[src/rtl/demux1to8_deser_pkg.sv]
// Shared constants and types for the 1-to-8 serial-to-parallel demultiplexer.
package demux1to8_deser_pkg;

  localparam int N_SLOTS = 8;
  localparam int SLOT_W  = 3;

  typedef logic [SLOT_W-1:0] slot_t;

  localparam slot_t FIRST_SLOT = 3'd0;
  localparam slot_t LAST_SLOT  = 3'd7;

  // Slot index that follows idx; 7 wraps to 0 through the natural 3-bit overflow.
  function automatic slot_t next_slot(input slot_t idx);
    return idx + 3'd1;
  endfunction

endpackage

[src/rtl/demux1to8_deser_dec3to8.sv]
// 3-to-8 one-hot decoder with enable: turns the active slot index into the
// shadow-register write enables (the structural mirror of the 8-to-1 mux select).
module dec3to8
  import demux1to8_deser_pkg::*;
(
  input  slot_t              i_idx,
  input  logic               i_en,
  output logic [N_SLOTS-1:0] o_onehot
);

  // Exactly one enable high when i_en is set, none otherwise.
  always_comb begin
    o_onehot = '0;
    if (i_en) begin
      o_onehot[i_idx] = 1'b1;
    end
  end

endmodule

[src/rtl/demux1to8_deser.sv]
// Serial-to-parallel 1-to-8 TDM demultiplexer. Each valid bit lands in the slot
// named by an internal counter; the eighth bit completes a frame that is published
// through a valid/ready output register, with a sticky overflow for dropped frames.
module demux1to8_deser
  import demux1to8_deser_pkg::*;
(
  input  logic               clk,
  input  logic               rst_n,
  input  logic               in_bit,
  input  logic               in_valid,
  input  logic               sync,
  input  logic               out_ready,
  input  logic               ovf_clr,
  output logic [N_SLOTS-1:0] out_data,
  output logic               out_valid,
  output slot_t              slot_idx,
  output logic               overflow
);

  slot_t              r_slot;
  logic [N_SLOTS-1:0] r_shadow;
  logic [N_SLOTS-1:0] r_out_data;
  logic               r_out_valid;
  logic               r_overflow;

  slot_t              w_wr_idx;
  logic [N_SLOTS-1:0] w_we;
  logic [N_SLOTS-1:0] w_word;
  logic               w_complete;
  logic               w_accept;
  logic               w_load;
  logic               w_drop;
  logic               w_consume;

  // A sync cycle always targets slot 0 regardless of where the counter was.
  assign w_wr_idx = sync ? FIRST_SLOT : r_slot;

  dec3to8 u_dec (
    .i_idx    (w_wr_idx),
    .i_en     (in_valid),
    .o_onehot (w_we)
  );

  // The last bit bypasses the shadow so the word is ready on the same edge.
  assign w_word     = {in_bit, r_shadow[N_SLOTS-2:0]};
  assign w_complete = in_valid && !sync && (r_slot == LAST_SLOT);
  assign w_accept   = !r_out_valid || out_ready;
  assign w_load     = w_complete && w_accept;
  assign w_drop     = w_complete && !w_accept;
  assign w_consume  = r_out_valid && out_ready;

  // Slot counter: advance on each valid bit, restart on sync.
  always_ff @(posedge clk or negedge rst_n) begin
    if (!rst_n) begin
      r_slot <= FIRST_SLOT;
    end else if (in_valid) begin
      r_slot <= next_slot(w_wr_idx);
    end else if (sync) begin
      r_slot <= FIRST_SLOT;
    end
  end

  // Shadow register: write the arriving bit into its one-hot selected slot.
  always_ff @(posedge clk or negedge rst_n) begin
    if (!rst_n) begin
      r_shadow <= '0;
    end else begin
      for (int k = 0; k < N_SLOTS; k++) begin
        if (w_we[k]) begin
          r_shadow[k] <= in_bit;
        end
      end
    end
  end

  // Output register: a completed frame loads (winning over a consume), else a consume empties it.
  always_ff @(posedge clk or negedge rst_n) begin
    if (!rst_n) begin
      r_out_data  <= '0;
      r_out_valid <= 1'b0;
    end else if (w_load) begin
      r_out_data  <= w_word;
      r_out_valid <= 1'b1;
    end else if (w_consume) begin
      r_out_valid <= 1'b0;
    end
  end

  // Sticky overflow: a dropped frame sets it and outranks a same-cycle clear.
  always_ff @(posedge clk or negedge rst_n) begin
    if (!rst_n) begin
      r_overflow <= 1'b0;
    end else if (w_drop) begin
      r_overflow <= 1'b1;
    end else if (ovf_clr) begin
      r_overflow <= 1'b0;
    end
  end

  assign out_data  = r_out_data;
  assign out_valid = r_out_valid;
  assign slot_idx  = r_slot;
  assign overflow  = r_overflow;

endmodule
[config.mk]
export PLATFORM = sky130hd
export DESIGN_NAME = demux1to8_deser
export DESIGN_NICKNAME = d
export VERILOG_FILES = /design/src/rtl/demux1to8_deser_pkg.sv /design/src/rtl/demux1to8_deser_dec3to8.sv /design/src/rtl/demux1to8_deser.sv
export SDC_FILE = /design/constraint.sdc
export NUM_CORES = 1
export LEC_CHECK = 0
export CAP_MARGIN = 20
export CORE_MARGIN = 8
export CORE_UTILIZATION = 41
export CTS_BUF_LIST = sky130_fd_sc_hd__clkbuf_2 sky130_fd_sc_hd__clkbuf_4 sky130_fd_sc_hd__clkbuf_8
export CTS_CLUSTER_SIZE = 20
export DETAILED_ROUTE_END_ITERATION = 10
export PLACE_DENSITY = 0.73
export SLEW_MARGIN = 0
export SYNTH_ARGS = -nofsm -noshare
export SYNTH_HDL_FRONTEND = slang
export SYNTH_SLANG_ARGS = --single-unit
[constraint.sdc]
create_clock -name clk -period 2.15 [get_ports clk]
set_clock_uncertainty 0.05 [all_clocks]
set_input_delay 0.645 -clock clk [delete_from_list [all_inputs] [get_ports clk]]
set_output_delay 0.645 -clock clk [all_outputs]
set_load 0.01 [all_outputs]
==> metrics <==
status finished, final reports clean; setup slack, reg-to-reg 0.63 ns; grt ovf 0; Final min period 2.04 ns; peak supply drop ~0.52 mV; synthesis warning total 0; die width 61.5 µm; Tot GR Track Use approximately 11%; core region area slightly below 2000 µm²; Yosys top cell area share 59.0%; htree depth 1; Nets just over 100; TritonCTS clock tree done; mapped cell area roughly 850 µm²; largest net degree at the start of global routing 21; DR pass1 iterations 2; Antenna diodes 0; Via density 4.93; Post-Synthesis Cells between 60 and 70; Leak Pwr 0.000537 µW; hold path startpoint r_shadow[2]$_DFFE_PN0P_; Worst Tran Pin Value between 0.2 and 0.3 ns; critical path arrival around 1.4 ns; HP Class flop to flop; kind of critical path flop to output pin; Final ANT Viol Nets 0; most frequent cells in the layout 19 x clkdlybuf4s50_1, 18 x dfrtp_1, 15 x mux2_2; Pwr Density around 750 nW/µm²; CP Data Required Time 1.45 ns; Final HPWL DP approximately 1.4 mm; Final Setup Violations 0; GPL Wtd Cong 0.767; postcts setup bufs 0; full die area roughly 3800 µm²; Tcrit/Tclk final between 90% and 100%; Final Hold Fails 0; instance area at placement 1150 µm²; synth unique cells 19; DR WL/cell approximately 15 µm; crit end category output pin; number of antenna violations at the first check in global routing 0; vias in the first global route ~650; family with the most delay on the worst path buffers and inverters; RSZ-0062 raised after global routing no; Clock Latency Late Sink between 0.3 and 0.4 ns; fillers 171; synthesized net count ~70; Clock Sinks 20; port bufs 19; Startpoint Class flop; Remaining DRCs 0; initial core utilization 43.2%; cts repair resizes 0; Power, Total 897 µW; CP Cell Sequence clkdlybuf4s50_1; post-synthesis register bit count 20; CTS Hold Buffers Added 0; post-layout util 61.2%; Post-Syn Area per Cell 13.9 µm²; number of DRC markers in iteration 0 9; I/O pin cnt 20; Longest Clk Path Bufs 2; final instance area 1200 µm²; Critical Path Slowest Stage Cell clkdlybuf4s50_1; Syn-to-layout area delta 41.6%; Routed WL 1.79 mm; share of post-route cells with drive strength above 1 between 30% and 40%; sequential fraction of the synthesis area between 50% and 60%; RR Endpoint out_data[0]$_DFFE_PN0P_; Reg clk slew, reported paths about 0.12 ns; commonest non-fill, non-tap cell in the layout clkdlybuf4s50_1; first-pass GRT wire length 2.97 mm; Hold Path Depth 1; max incr delay on CP 0.57 ns; clock root buffer clkbuf_4; Final TNS setup 0 ns; synth top area cells dfrtp_1 59%, mux2_2 20%, nand2b_1 2.2%, nor3b_4 2.2%, xor2_1 2.1%; R2R depth 4; Crit Path Max Fanout 8; chip height 61.5 µm; row cnt 16; multi-input logic area about 330 µm²; DR vias 597; Slew headroom between 70% and 80%; Worst Hold Endpoint r_shadow[2]$_DFFE_PN0P_; FF/Latch Area 503 µm²; post-synth top area cell dfrtp_1; Max Cap Violations 0; TritonCTS Buffers 3; reg2reg start slot_idx[1]$_DFF_PN0_; buffers and inverters on the worst path 1; fmax a little under 0.5 GHz; fin. max-slew vios 0
-- sequential cells by signal, summed over array words and instances (netlist names) --
register / count
r_shadow: 7
out_data: 8
out_valid: 1
slot_idx: 3
overflow: 1
-- where the power goes --
group	internal [µW]	switching, µW	total (µW)
combinational	82.8	49.8	133
sequential	424	31.7	456
clock	189	120	309
total	696	202	897
-- cells by family after synthesis --
family	synth area share, %
buf+inv	2.36
flops	59.0
xor+xnor	3.10
compound gates	1.62
mux	19.9
simple gates	14.0
-- synth_stat cells --
| cell type | n |
|---|---|
| nor3b_4 | 1 |
| buf_6 | 1 |
| nand2b_1 | 3 |
| mux2_2 | 15 |
| nor3_1 | 2 |
| or2_2 | 1 |
| dfrtp_1 | 20 |
| o22ai_1 | 1 |
| nor4_1 | 2 |
| nor3b_1 | 1 |
| xor2_1 | 2 |
| clkbuf_2 | 1 |
| nand2_1 | 3 |
| and4bb_2 | 1 |
| nand3_2 | 1 |
| xnor2_1 | 1 |
| o211ai_1 | 1 |
| inv_1 | 1 |
| nor2_1 | 3 |
-- worst register-to-register path: cells and delay by family, from the launching register on --
family / cells / cell delay (ns)
buffers and inverters: 1 / 0.18
flip-flops: 1 / 0.47
AND/OR/NAND/NOR: 2 / 0.38
multiplexers: 1 / 0.33
-- layer usage --
| metal | GRT usage (%) | wire length [µm] | vias to the layer above | share of wire (%) |
|---|---|---|---|---|
| met3 | 5.85 | 191 | 4 | 11 |
| met2 | 17.0 | 802 | 16 | 45 |
| met5 | 0 | 0 | - | 0 |
| met1 | 11.3 | 754 | 296 | 42 |
| li1 | - | - | 281 | - |
| met4 | 5.84 | 40 | 0 | 2.2 |
-- final cells by class --
type	count	area share [%]
flip-flops and latches	20	41.9
multi-input cells	38	27.3
repair buffers	31	23.3
well taps	27	2.81
clock inverters	1	2.50
clock buffers	3	1.88
inverters	1	0.313
-- per-stage QoR --
stage / setup slack [ns] / hold WS [ns] / std cells
floorplan: 0.304 / 0.299 / 61
global placement: -0.0424 / 0.435 / 117
detailed placement: -0.0679 / 0.440 / 117
CTS: 0.0131 / 0.467 / 121
global route: 0.0607 / 0.481 / 121
finish: 0.105 / 0.463 / 121
-- worst max-delay path by stage --
stage | from | end | slack, ns | depth (start not counted)
6_report | slot_idx[1]$_DFF_PN0_ | slot_idx[1] | 0.11 | 1
5_1_grt | slot_idx[0]$_DFF_PN0_ | slot_idx[0] | 0.06 | 1
4_1_cts | slot_idx[1]$_DFF_PN0_ | slot_idx[1] | 0.01 | 1
3_5_place_dp | sync | out_data[0]$_DFFE_PN0P_ | -0.07 | 5
3_3_place_gp | sync | r_shadow[6]$_DFFE_PN0P_ | -0.04 | 5
2_1_floorplan | sync | out_data[7]$_DFFE_PN0P_ | 0.30 | 4
No activity file was read; power rests on OpenSTA's default activity.
